### src/rtl/control_uart_fsm_if.sv
// Bus between the UART control FSM and its peripheral/user side.
// The FSM uses the master modport and the environment uses the slave modport.
interface control_uart_fsm_if;
   logic [31:0] salida_perif_UART_i;
   logic [7:0]  sw_i;
   logic        inicio_i;
   logic        enviar_dato;
   logic        wr_o;
   logic        reg_sel_o;
   logic [31:0] entrada_perif_UART_o;
   logic [7:0]  dato_recibido_o;

   modport master (
      input  salida_perif_UART_i,
      input  sw_i,
      input  inicio_i,
      input  enviar_dato,
      output wr_o,
      output reg_sel_o,
      output entrada_perif_UART_o,
      output dato_recibido_o
   );

   modport slave (
      output salida_perif_UART_i,
      output sw_i,
      output inicio_i,
      output enviar_dato,
      input  wr_o,
      input  reg_sel_o,
      input  entrada_perif_UART_o,
      input  dato_recibido_o
   );
endinterface

### src/rtl/control_uart_fsm.sv
// UART polling controller: sends a byte on an enviar_dato rising edge and reads
// received bytes when the peripheral flags RX data.
//
// state   | meaning
// IDLE    | disabled, waiting for inicio_i
// POLL    | watching for a TX request or the RX-available flag
// WR_DATA | write tx byte into the data register
// WR_CTRL | write 1 to the control register to start transmission
// WAIT_TX | wait for the peripheral busy bit to clear
// RD_DATA | read data register; capture received byte
// CLR_RX  | write 0 to the control register to clear the RX flag
module control_uart_fsm (
   input logic                 clk_i,
   input logic                 reset_i,
   control_uart_fsm_if.master  bus
);

   typedef enum logic [2:0] {
      IDLE    = 3'd0,
      POLL    = 3'd1,
      WR_DATA = 3'd2,
      WR_CTRL = 3'd3,
      WAIT_TX = 3'd4,
      RD_DATA = 3'd5,
      CLR_RX  = 3'd6
   } state_t;

   state_t      r_state;
   state_t      w_next;
   logic        r_enviar_q;
   logic [7:0]  r_tx;
   logic [7:0]  r_dato;
   logic        w_edge;
   logic        w_tx_load;
   logic        w_wr;
   logic        w_sel;
   logic [31:0] w_entrada;
   logic        w_unused_salida;

   assign w_edge          = bus.enviar_dato & ~r_enviar_q;
   assign w_unused_salida = ^bus.salida_perif_UART_i[31:8];

   always_ff @(posedge clk_i or posedge reset_i) begin
      if (reset_i) begin
         r_state    <= IDLE;
         r_enviar_q <= 1'b0;
         r_tx       <= 8'h00;
         r_dato     <= 8'h00;
      end else begin
         r_state    <= w_next;
         r_enviar_q <= bus.enviar_dato;
         if (w_tx_load)
            r_tx <= bus.sw_i;
         if (r_state == RD_DATA)
            r_dato <= bus.salida_perif_UART_i[7:0];
      end
   end

   always_comb begin
      w_next    = r_state;
      w_tx_load = 1'b0;
      w_wr      = 1'b0;
      w_sel     = 1'b0;
      w_entrada = 32'h0000_0000;
      case (r_state)
         IDLE: begin
            if (bus.inicio_i)
               w_next = POLL;
         end
         POLL: begin
            // TX request wins over a pending RX byte
            if (!bus.inicio_i) begin
               w_next = IDLE;
            end else if (w_edge) begin
               w_next    = WR_DATA;
               w_tx_load = 1'b1;
            end else if (bus.salida_perif_UART_i[1]) begin
               w_next = RD_DATA;
            end
         end
         WR_DATA: begin
            w_wr      = 1'b1;
            w_sel     = 1'b1;
            w_entrada = {24'h00_0000, r_tx};
            w_next    = WR_CTRL;
         end
         WR_CTRL: begin
            w_wr      = 1'b1;
            w_entrada = 32'h0000_0001;
            w_next    = WAIT_TX;
         end
         WAIT_TX: begin
            if (!bus.salida_perif_UART_i[0])
               w_next = POLL;
         end
         RD_DATA: begin
            w_sel  = 1'b1;
            w_next = CLR_RX;
         end
         CLR_RX: begin
            w_wr   = 1'b1;
            w_next = POLL;
         end
         default: w_next = IDLE;
      endcase
   end

   assign bus.wr_o                 = w_wr;
   assign bus.reg_sel_o            = w_sel;
   assign bus.entrada_perif_UART_o = w_entrada;
   assign bus.dato_recibido_o      = r_dato;

endmodule

### src/flat_wrapper.sv
// flat-port wrapper written by rule: the top's interface ports become plain ports
module control_uart_fsm_flat 
  (clk_i, reset_i, bus_salida_perif_UART_i, bus_sw_i, bus_inicio_i, bus_enviar_dato, bus_wr_o, bus_reg_sel_o, bus_entrada_perif_UART_o, bus_dato_recibido_o);
  control_uart_fsm_if bus_i ();
  input logic clk_i;
  input logic reset_i;
  input wire logic [$bits(bus_i.salida_perif_UART_i)-1:0] bus_salida_perif_UART_i;
  input wire logic [$bits(bus_i.sw_i)-1:0] bus_sw_i;
  input wire logic [$bits(bus_i.inicio_i)-1:0] bus_inicio_i;
  input wire logic [$bits(bus_i.enviar_dato)-1:0] bus_enviar_dato;
  output wire logic [$bits(bus_i.wr_o)-1:0] bus_wr_o;
  output wire logic [$bits(bus_i.reg_sel_o)-1:0] bus_reg_sel_o;
  output wire logic [$bits(bus_i.entrada_perif_UART_o)-1:0] bus_entrada_perif_UART_o;
  output wire logic [$bits(bus_i.dato_recibido_o)-1:0] bus_dato_recibido_o;
  assign bus_i.salida_perif_UART_i = bus_salida_perif_UART_i;
  assign bus_i.sw_i = bus_sw_i;
  assign bus_i.inicio_i = bus_inicio_i;
  assign bus_i.enviar_dato = bus_enviar_dato;
  assign bus_wr_o = bus_i.wr_o;
  assign bus_reg_sel_o = bus_i.reg_sel_o;
  assign bus_entrada_perif_UART_o = bus_i.entrada_perif_UART_o;
  assign bus_dato_recibido_o = bus_i.dato_recibido_o;
  control_uart_fsm u_core (.clk_i(clk_i), .reset_i(reset_i), .bus(bus_i));
endmodule
### config.mk
export PLATFORM = sky130hd
export DESIGN_NAME = control_uart_fsm_flat
export DESIGN_NICKNAME = d
export VERILOG_FILES = /design/src/rtl/control_uart_fsm_if.sv /design/src/rtl/control_uart_fsm.sv /design/src/flat_wrapper.sv
export SDC_FILE = /design/constraint.sdc
export NUM_CORES = 1
export LEC_CHECK = 0
export CORE_ASPECT_RATIO = 0.7
export CORE_MARGIN = 3
export CORE_UTILIZATION = 32
export DETAILED_ROUTE_END_ITERATION = 10
export GPL_TIMING_DRIVEN = 1
export PLACE_DENSITY = 0.9
export SLEW_MARGIN = 20
export SYNTH_ARGS = -nofsm -noshare
export SYNTH_HDL_FRONTEND = slang
export SYNTH_SLANG_ARGS = --single-unit
### constraint.sdc
create_clock -name clk_i -period 1.7 [get_ports clk_i]
set_input_delay 0.34 -clock clk_i [delete_from_list [all_inputs] [get_ports clk_i]]
set_output_delay 0.34 -clock clk_i [all_outputs]
set_load 0.03 [all_outputs]
Yosys cells after proc, flatten, opt, wreduce, memory -nomap -nowiden
Index checks and enable logic that the tools add are counted.
{ "classes": {"n_addsub": 0, "multipliers": 0, "div_mod_pow": 0, "magnitude_cmp": 0, "n_eq_ne": 9, "shifts": 0, "muxes": 12, "bitwise_logic": 2, "n_reduce_logical": 4} }
{ "ops": {"columns": ["op", "count"], "rows": [
  ["3-bit case mux with 7 select lines", 1],
  ["8-bit case mux with 2 select lines", 1],
  ["3-bit two-way mux", 5],
  ["3-bit == test, second input constant", 3],
  ["3-bit by 2-bit == test with 1-bit output, second input constant", 2],
  ["1-bit two-way mux", 5],
  ["2-bit inequality test, second input constant", 2],
  ["4-bit by 3-bit inequality test with 1-bit output, second input constant", 1],
  ["3-bit by 1-bit == test with 1-bit output, second input constant", 1],
  ["3-bit logical NOT", 1],
  ["3-bit AND reduction", 1],
  ["3-bit OR reduction", 1],
  ["2-bit OR reduction", 1],
  ["1-bit bitwise AND", 1],
  ["1-bit inverter", 1]
]} }
{ "word_totals": {"register_bits": 20, "latch_bits": 0, "mem_bits_rw": 0, "mem_bits_ro": 0, "in_bits": 44, "output_inout_bits": 42, "elab_cells": 31, "memories": 0} }

Logic depth before layout (Yosys ltp)
Gate-level depths: netlist of run 1.
{ "logic_depth": {"depth_word": 5, "ltp_mapped": 5} }

Worst setup path before layout of run 1
No wires, ideal clock.
{ "synth_path": {"kind": "register -> output", "from": "register u_core.r_state[0]", "to": "output port bus_entrada_perif_UART_o[1]", "arrival_time_ns": 1.167, "slack_ns": 0.193, "stages_incl_launch_ff": 4, "path_cell_list": "dfrtp_1 -> buf_4 -> nor3_1 -> and2_1"} }
{ "synth_between": {"elab_chain_len": 2} }
{ "synth_rtl": {"columns": ["item", "line", "rtl"], "rows": [
  ["start: declaration", "control_uart_fsm.sv:28", "state_t r_state;"],
  ["start signal: assignment", "control_uart_fsm.sv:50", "r_state <= w_next;"],
  ["3-bit by 2-bit == test with 1-bit output", "control_uart_fsm.sv:65", "case (r_state)"],
  ["8-bit case mux with 2 select lines (*)", "control_uart_fsm.sv:65", null],
  ["end: declaration", "flat_wrapper.sv:13", "output wire logic [$bits(bus_i.entrada_perif_UART_o)-1:0] bus_entrada_perif_UART_o;"]
]} }
Every way passes the cells marked *; elsewhere a longest branch is shown, timed or not.

Final worst setup path of run 1
{ "layout_path": {"from": "register u_core.r_state[0]", "to": "output port bus_entrada_perif_UART_o[2]"} }
The elaborated chain is that of the path after synthesis.

==> flow_summary.yaml, run 1 <==
run_status:
  status: "finished, violations left"
  violations: "negative setup slack"
floorplan:
  start_util: 0.356
  coreArea_sq_mm: 0.00296
  rows: 16
  die_w_um: 74.6
  die_area_sq_mm: 0.00403
  fp.dieH_um: 54.0
  pin_count: 86
setup_path:
  critical_path.slowest_cell: "dfrtp_1"
  crit_family: "buffers and inverters"
  worstPathArrival_ns: 1.36
  required_ns: 1.36
  critPathMaxFanout: 7
  critPathBufInv: 3
  slowest_delay_ns: 0.39
  cp-start-kind: "flip-flop"
  critPathCaptureType: "primary output"
  path_cells: "buf_6 > nor3_4 > buf_6 > and2_4 > buf_6"
  worstSetupPathType: "reg2out"
  cpMostUsedCell: "buf_6"
  reg2reg_slack_ns: 0.18
grt:
  gr-total-overflow: 0
  grtUsageTotal: 0.113
  grt_max_degree: 16
  grt_pass1_wl_um: 3370
  antenna_found_initial: 0
  grt_pass1_vias: 756
run:
  cap_violations: 0
synthesis:
  yosysUniqueCellTypes: 20
  netlist_instances: 93
  ys_ff_latch: 20
  syn_area_per_cell_sq_um: 11.3
  synth_area_leaders: "dfrtp_1 (47%), buf_4 (18%), mux2_2 (16%), and2_1 (4.2%), nor2b_1 (1.8%)"
  synth_area_sq_mm: 0.00105
  yosys.area.top_type: "dfrtp_1"
  synth_top_cell_area_share: 0.474
  ys_seq_area_frac: 0.474
  synth_warnings: 0
layout:
  final_common_cell: "clkdlybuf4s50_1"
  design_area_sq_mm: 0.00152
  final_util: 0.513
  drive_gt1_frac: 0.353
  layout_common_cells: "clkdlybuf4s50_1 (27), conb_1 (24), dfrtp_1 (20)"
  antenna_cells: 0
  syn_to_final_growth_pct: 44.1
  fin_nets: 184
sta:
  min_period_over_period: 1.00
  skew_ns: 0.00482
  setup_ws_ns: -0.00421
  drv_slew: 0
  hold_viol_final: 0
  grt_setup_unrepaired: "true"
  layout_min_cycle_time_ns: 1.70
  finalSetupTns_ns: -0.00421
  setup-violations-final: 1
  max_freq_mhz: 587
pwr:
  leakage_nw: 0.728
  ir_drop_mv: 0.729
  power_mw: 2.64
  p_per_area_mw_per_mm2: 1730
routing:
  drcViolationCount: 0
  drt-initial-drc-count: 42
  vias: 739
  drtAntennaViolNets: 0
  wl_per_cell_um: 12.4
  dr.pass1.iters: 3
  wl_um: 2170
  routed_via_density: 4.22
clocking:
  root_buffer: "clkbuf_8"
  cts_max_level: 1
  clock_latency_ns: 0.26
  clockBufferDepth: 2
  cts_buffers: 3
  path_clk_slew_ns: 0.07
  cts_tree: "yes"
  cts_sinks: 20
place:
  place_congestion: 0.699
  placed_cell_area_sq_mm: 0.00138
  portBuffers: 37
  place_hpwl_um: 1680
min_path:
  hold_class: "in2async"
-- report_power, final --
part	switching [mW]	internal, mW	total, mW
Combinational	0.758	0.693	1.45
Sequential	0.119	0.707	0.826
Clock	0.153	0.206	0.359
-- cell type report --
type | count | area [sq um]
Fill cell | 270 | 1440
Sequential cell | 20 | 500
Multi-Input combinational cell | 67 | 468
Timing Repair Buffer | 45 | 440
Clock buffer | 4 | 55.1
Tap cell | 36 | 45.0
Inverter | 3 | 11.3
-- cell families (layout without fill, tap and decap cells) --
family | Yosys count | in the layout | share of synthesized area
AO/OA/AOI/OAI | 6 | 6 | 0.0356
buffers and inverters | 29 | 52 | 0.193
flip-flops | 20 | 20 | 0.474
multiplexers | 15 | 15 | 0.160
other | 1 | 24 | 0.00356
AND/OR/NAND/NOR | 22 | 22 | 0.133
-- worst paths after layout --
kind,to,cells after the start,from
setup / recovery,bus_entrada_perif_UART_o[2],5,u_core.r_state[0]
hold / removal,u_core.bus.dato_recibido_o[2],2,reset_i
setup reg to reg,u_core.r_tx[7],5,u_core.r_state[0]
hold reg to reg,u_core.bus.dato_recibido_o[1],2,u_core.bus.dato_recibido_o[1]
max in group asynchronous,u_core.r_state[2],3,reset_i
min in group clk_i,u_core.bus.dato_recibido_o[1],2,u_core.bus.dato_recibido_o[1]
-- Yosys cell counts --
cell and number:
and2b_1 1, nand2_1 3, nand3_1 1, nand2b_1 2, o211ai_1 2, a21oi_1 1
buf_2 1, buf_4 25, nor2b_1 3, dfrtp_1 20, o21ai_0 2, o21a_1 1
nand3b_1 1, and2_1 7, mux2_2 15, nand2_4 1, and4bb_2 1, inv_1 3
conb_1 1, nor3_1 2
-- metrics by stage --
stage                     hold slack, ns  cells  worst slack [ns]
after floorplan                    0.304    116             0.193
after global placement             0.468    168            0.0761
after detailed placement           0.481    168            0.0547
after CTS                          0.280    174           -0.0164
after global routing               0.291    175           -0.0744
final                              0.277    175          -0.00421
-- sequential cells by signal (all words and copies together) (netlist names) --
name and count:
u_core.bus.dato_recibido_o 8, u_core.r_enviar_q 1, u_core.r_state 3, u_core.r_tx 8
-- repair_timing --
item | in CTS | in global routing
gates resized for setup | 14 | 10
setup buffers | 2 | 1
hold endpoints to repair | 0 | 0
setup endpoints to repair | 9 | 10
pin swaps | 2 | 8
hold buffers | 0 | 0
-- layer usage --
metal / GRT usage / wire, um
met1: 0.128 / 801
met2: 0.192 / 1150
met3: 0.0578 / 202
met4: 0.0266 / 14
met5: 0 / 0
No activity file was read; power rests on OpenSTA's default activity.
==> inputs of run 2 (changes only) <==
- ABC_AREA: default -> 1
- CORE_UTILIZATION: 32 -> 34
==> run 2 against run 1 <==
Against the previous run:
- the run now ends clean
- combinational power shrank 6%
- critical endpoint is now bus_dato_recibido_o[6]
- highest routed layer unchanged
- clock skew fell by 0.0032 ns
- first-iteration DRC count fell by 38%
- utilization shrank 3.7 points
==> flow_summary.yaml, run 2 <==
floorplan:
  die_w_um: 76.6
  rows: 17
  pin_count: 86
  die_area_sq_mm: 0.00425
  start_util: 0.365
  coreArea_sq_mm: 0.00325
  fp.dieH_um: 55.4
setup_path:
  critPathCaptureType: "primary output"
  cp-start-kind: "flip-flop"
  worstSetupPathType: "reg2out"
  worstSetupStartpoint: "u_core.bus.dato_recibido_o[6]"
  crit_family: "buffers and inverters"
  reg2reg_slack_ns: 0.27
  worstPathArrival_ns: 1.29
  critPathBufInv: 1
  slowest_delay_ns: 0.68
  r2r_cells: 5
  r2r_end: "u_core.r_tx[7]"
  path_cells: "clkdlybuf4s50_1"
  required_ns: 1.36
  critPathMaxFanout: 2
  r2r-start: "u_core.r_state[2]"
  critical_path.slowest_cell: "clkdlybuf4s50_1"
clocking:
  cts_max_level: 1
  cts_sinks: 20
  cts_tree: "yes"
  cts_buffers: 3
  path_clk_slew_ns: 0.07
  root_buffer: "clkbuf_8"
  holdBufCountCts: 0
  clockBufferDepth: 2
  clock_latency_ns: 0.25
place:
  place_congestion: 0.728
  place_hpwl_um: 1840
  dp_slack_ns: -0.0127
  placed_cell_area_sq_mm: 0.00149
  portBuffers: 37
  dp_cells: 229
layout:
  syn_to_final_growth_pct: 30.5
  drive_gt1_frac: 0.173
  fillers: 339
  final_common_cell: "nand2_1"
  layout_common_cells: "nand2_1 (35), clkdlybuf4s50_1 (27), conb_1 (24)"
  design_area_sq_mm: 0.00155
  fin_nets: 231
  stdcell_count: 232
  antenna_cells: 0
synthesis:
  synthMuxAreaShare: 0
  synth_area_sq_mm: 0.00119
  ys_ff_latch: 20
  synth_compound_area_frac: 0.0780
  yosys.area_share.adder: 0
  synth_ff_type: "dfrtp_1"
  synth_top_family_by_area: "simple AND/OR/NAND/NOR gates"
  ys_seq_area_frac: 0.421
  synth-edff-count: 0
  yosysMostFrequentCell: "nand2_1"
  synth_area_leaders: "dfrtp_1 (42%), buf_4 (15%), nand2_1 (11%), inv_1 (6.6%), nand3_1 (6.3%)"
  synth_top_cell_area_share: 0.421
  synth_xor_area_frac: 0
  yosysUniqueCellTypes: 21
  netlist_instances: 148
  syn_area_per_cell_sq_um: 8.02
  yosys.area_share.simple: 0.251
  synth_commonest_cells: "nand2_1 (35), buf_4 (24), inv_1 (21)"
  yosys.area.top_type: "dfrtp_1"
  synth_warnings: 0
  async_reset_ff_frac: 1.00
sta:
  hold_viol_final: 0
  min_period_over_period: 0.958
  finalSetupTns_ns: 0
  grt_setup_unrepaired: "false"
  max_freq_mhz: 614
  drv_slew: 0
  timing.hold.ws_ns: 0.416
  skew_ns: 0.00163
  setup-violations-final: 0
  setup_ws_ns: 0.0721
  layout_min_cycle_time_ns: 1.63
min_path:
  hold_class: "in2async"
grt:
  grtUsageTotal: 0.116
  antenna_found_initial: 0
  grt_pass1_vias: 875
  grt_max_degree: 21
  gr-total-overflow: 0
  grt_pass1_wl_um: 3930
pwr:
  combinationalPowerShare: 0.542
  switchingPower_mw: 1.15
  switching_share: 0.457
  ir_drop_mv: 0.497
  leakage_nw: 0.817
  p_int_mw: 1.36
  clock_power_share: 0.119
  p_per_area_mw_per_mm2: 1620
  p_seq_frac: 0.339
routing:
  routed_via_density: 3.98
  drtAntennaViolNets: 0
  dr.pass1.iters: 4
  vias: 924
  wl_per_cell_um: 10.2
  drcViolationCount: 0
  wl_um: 2380
  drt-initial-drc-count: 26
run_status:
  status: "completed"
run:
  cap_violations: 0
[run 2: changes by cell type in the layout (fill, tap and decap cells not counted), moves of 8 or more]
cell / before / now
buf_6: 10 / 0
mux2_2: 15 / 0
nand2_1: 3 / 35
inv_1: 2 / 21
nand3_1: 1 / 14
nor2_1: 0 / 10
o21ai_2: 0 / 8
[run 2: worst max path at each step]
stage	to	depth (start not counted)
after global routing	bus_reg_sel_o	5
after floorplan	bus_entrada_perif_UART_o[1]	4
after CTS	bus_entrada_perif_UART_o[7]	4
after detailed placement	u_core.r_tx[7]	6
after global placement	u_core.r_tx[3]	6
final	bus_dato_recibido_o[6]	1
[run 2: cells by family (layout without fill, tap and decap cells)]
| family | Yosys count | in the layout |
|---|---|---|
| AO/OA/AOI/OAI | 12 | 12 |
| buffers and inverters | 51 | 65 |
| flip-flops | 20 | 20 |
| other | 1 | 24 |
| AND/OR/NAND/NOR | 64 | 64 |
[run 2: cell type report]
type	instances	area, sq um	area share
sequential	20	503	0.325
multi-input combinational	100	493	0.318
inverter	22	85.1	0.0549
clock buffer	3	41.3	0.0267
timing repair buffer	40	368	0.237
tap	47	58.8	0.0380
[run 2: what timing repair did]
item | in CTS | in global routing
pin swaps | 0 | 1
gates resized for setup | 3 | 2
endpoints found under the setup margin | 8 | 8
setup buffers | 0 | 0
[run 2: metrics by stage]
step	util	total power [mW]
2_1_floorplan	-	1.78
3_3_place_gp	0.458	2.14
6_report	0.476	2.51
3_5_place_dp	0.458	2.19
5_1_grt	0.476	2.70
4_1_cts	0.475	2.52
[run 2: power groups by stage]
stage          logic [mW]  clock network [mW]  registers [mW]
2_1_floorplan       0.802                   0           0.982
3_3_place_gp         1.31                   0           0.828
3_5_place_dp         1.35                   0           0.844
4_1_cts              1.37               0.311           0.843
5_1_grt              1.49               0.332           0.881
6_report             1.36               0.299           0.850
[run 2: per-layer routing]
metal  vias to the layer above  GRT usage  part of all wire
met5                         -          0                 0
met4                         0     0.0233            0.0055
met3                         2     0.0521             0.075
met2                        35      0.196              0.50
met1                       408      0.136              0.42
li1                        479          -                 -
==> inputs of run 3 (changes only) <==
- CORE_UTILIZATION: 34 -> 31
- PLACE_DENSITY: 0.9 -> 0.87
- clock period: 1.7 -> 1.4 ns (I/O delays scaled with it)
==> run 3 against run 2 <==
Against the previous run:
- the flow now finishes with violations (negative setup slack)
- utilization is 3.0 points higher
- non-clock buffer count is 13 higher
- power is 47% higher
- final cell count is 7.8% higher
- die area is 8.7% higher
- critical path depth is 3 higher
- flip-flop and latch count stayed put
- wire length is 10% higher
- global-route usage is 0.78 points lower
- critical path type unchanged
- largest cell class is now multi-input combinational cells
- highest routed layer is now met3
==> flow_summary.yaml, run 3 (synthesis results as in run 2) <==
pwr:
  leakage_nw: 0.948
  ir_drop_mv: 0.991
  p_per_area_mw_per_mm2: 2020
  power_mw: 3.69
routing:
  wl_per_cell_um: 10.5
  vias: 992
  wl_um: 2620
  drtAntennaViolNets: 0
  dr.pass1.iters: 4
  drcViolationCount: 0
  drt-initial-drc-count: 27
  routed_via_density: 3.97
grt:
  grtUsageTotal: 0.108
  gr-total-overflow: 0
  grt_max_degree: 21
  antenna_found_initial: 0
  grt_pass1_wl_um: 3930
  grt_pass1_vias: 868
sta:
  max_freq_mhz: 654
  setup-violations-final: 12
  min_period_over_period: 1.09
  setup_ws_ns: -0.128
  hold_viol_final: 0
  layout_min_cycle_time_ns: 1.53
  finalSetupTns_ns: -0.953
  grt_setup_unrepaired: "true"
  drv_slew: 0
  skew_ns: 0.00797
run:
  cap_violations: 0
setup_path:
  required_ns: 1.12
  crit_end: "bus_entrada_perif_UART_o[5]"
  r2r_cells: 8
  worstSetupStartpoint: "u_core.r_state[0]"
  r2r-start: "u_core.r_state[0]"
  r2r_end: "u_core.r_tx[7]"
  reg2reg_slack_ns: -0.01
  cp-start-kind: "flip-flop"
  worstSetupPathType: "reg2out"
  critPathCaptureType: "primary output"
  worstPathArrival_ns: 1.25
  critPathMaxFanout: 5
place:
  place_hpwl_um: 1880
  place_congestion: 0.792
  dp_cells: 236
  portBuffers: 37
layout:
  layout_common_cells: "nand2_1 (32), conb_1 (24), inv_1 (19), clkdlybuf4s50_1 (19), dfrtp_1 (19)"
  final_common_cell: "nand2_1"
  seq_area_sq_um: 502
  final_util: 0.506
  antenna_cells: 0
  stdcell_count: 250
  multiInputGateArea_sq_um: 573
  fillers: 331
  syn_to_final_growth_pct: 53.5
  fin_nets: 245
  drive_gt1_frac: 0.305
run_status:
  violations: "negative setup slack"
  status: "finished, violations left"
clocking:
  root_buffer: "clkbuf_8"
  holdBufCountCts: 0
  clock_latency_ns: 0.26
  cts_tree: "yes"
  cts_sinks: 20
  cts_max_level: 1
  cts_buffers: 3
  clockBufferDepth: 2
  path_clk_slew_ns: 0.08
floorplan:
  rows: 18
  fp.dieH_um: 57.8
  die_area_sq_mm: 0.00462
  start_util: 0.330
  coreArea_sq_mm: 0.00360
  pin_count: 86
  die_w_um: 80.0
min_path:
  hold_class: "in2async"
run 3: routing by layer:
| layer | vias to the layer above | share of wire | wire [um] | global-route usage |
|---|---|---|---|---|
| met5 | - | 0 | 0 | 0 |
| met4 | 0 | 0 | 0 | 0.0145 |
| met3 | 0 | 0.077 | 201 | 0.0404 |
| met2 | 32 | 0.48 | 1260 | 0.171 |
| met1 | 453 | 0.44 | 1160 | 0.146 |
| li1 | 507 | - | - | - |
run 3: stage by stage:
step | cell area (sq um) | worst slack (ns) | hold slack [ns]
global route | 1820 | -0.190 | 0.393
detailed placement | 1540 | -0.0946 | 0.463
CTS | 1720 | -0.121 | 0.355
floorplan | 1280 | -0.110 | 0.244
global placement | 1540 | -0.0649 | 0.453
finish | 1820 | -0.128 | 0.339
run 3: power by group:
group | switching [mW] | total (mW) | internal [mW] | leakage (nW)
combinational | 1.27 | 2.12 | 0.849 | 0.666
clock | 0.199 | 0.581 | 0.382 | 0.0357
sequential | 0.154 | 0.992 | 0.838 | 0.247
total | 1.62 | 3.69 | 2.07 | 0.948
run 3: repair_timing:
action                     CTS  global route
gates cloned                 0             1
pin swaps                    1             5
gates resized for setup     27            17
setup endpoints to repair   18            18
setup buffers                5             4
run 3: layout make-up:
type | instances | share of cell area
Inverter | 22 | 0.0467
Clock inverter | 1 | 0.0165
Multi-Input combinational cell | 101 | 0.314
Clock buffer | 3 | 0.0226
Timing Repair Buffer | 53 | 0.290
Sequential cell | 20 | 0.275
Tap cell | 50 | 0.0343
run 3: worst min-delay path by stage:
stage	endpoint	slack [ns]	depth (start not counted)
6_report	u_core.bus.dato_recibido_o[5]	0.34	3
5_1_grt	u_core.bus.dato_recibido_o[5]	0.39	3
4_1_cts	u_core.bus.dato_recibido_o[5]	0.36	3
3_5_place_dp	u_core.bus.dato_recibido_o[4]	0.46	2
3_3_place_gp	u_core.bus.dato_recibido_o[3]	0.45	2
2_1_floorplan	u_core.bus.dato_recibido_o[0]	0.24	1
run 3: worst max-delay path, cell delays in order (launching register included):
cell and delay (ns):
dfrtp_1 0.42, inv_2 0.15, nand3_4 0.14, nor2_2 0.13, buf_6 0.14
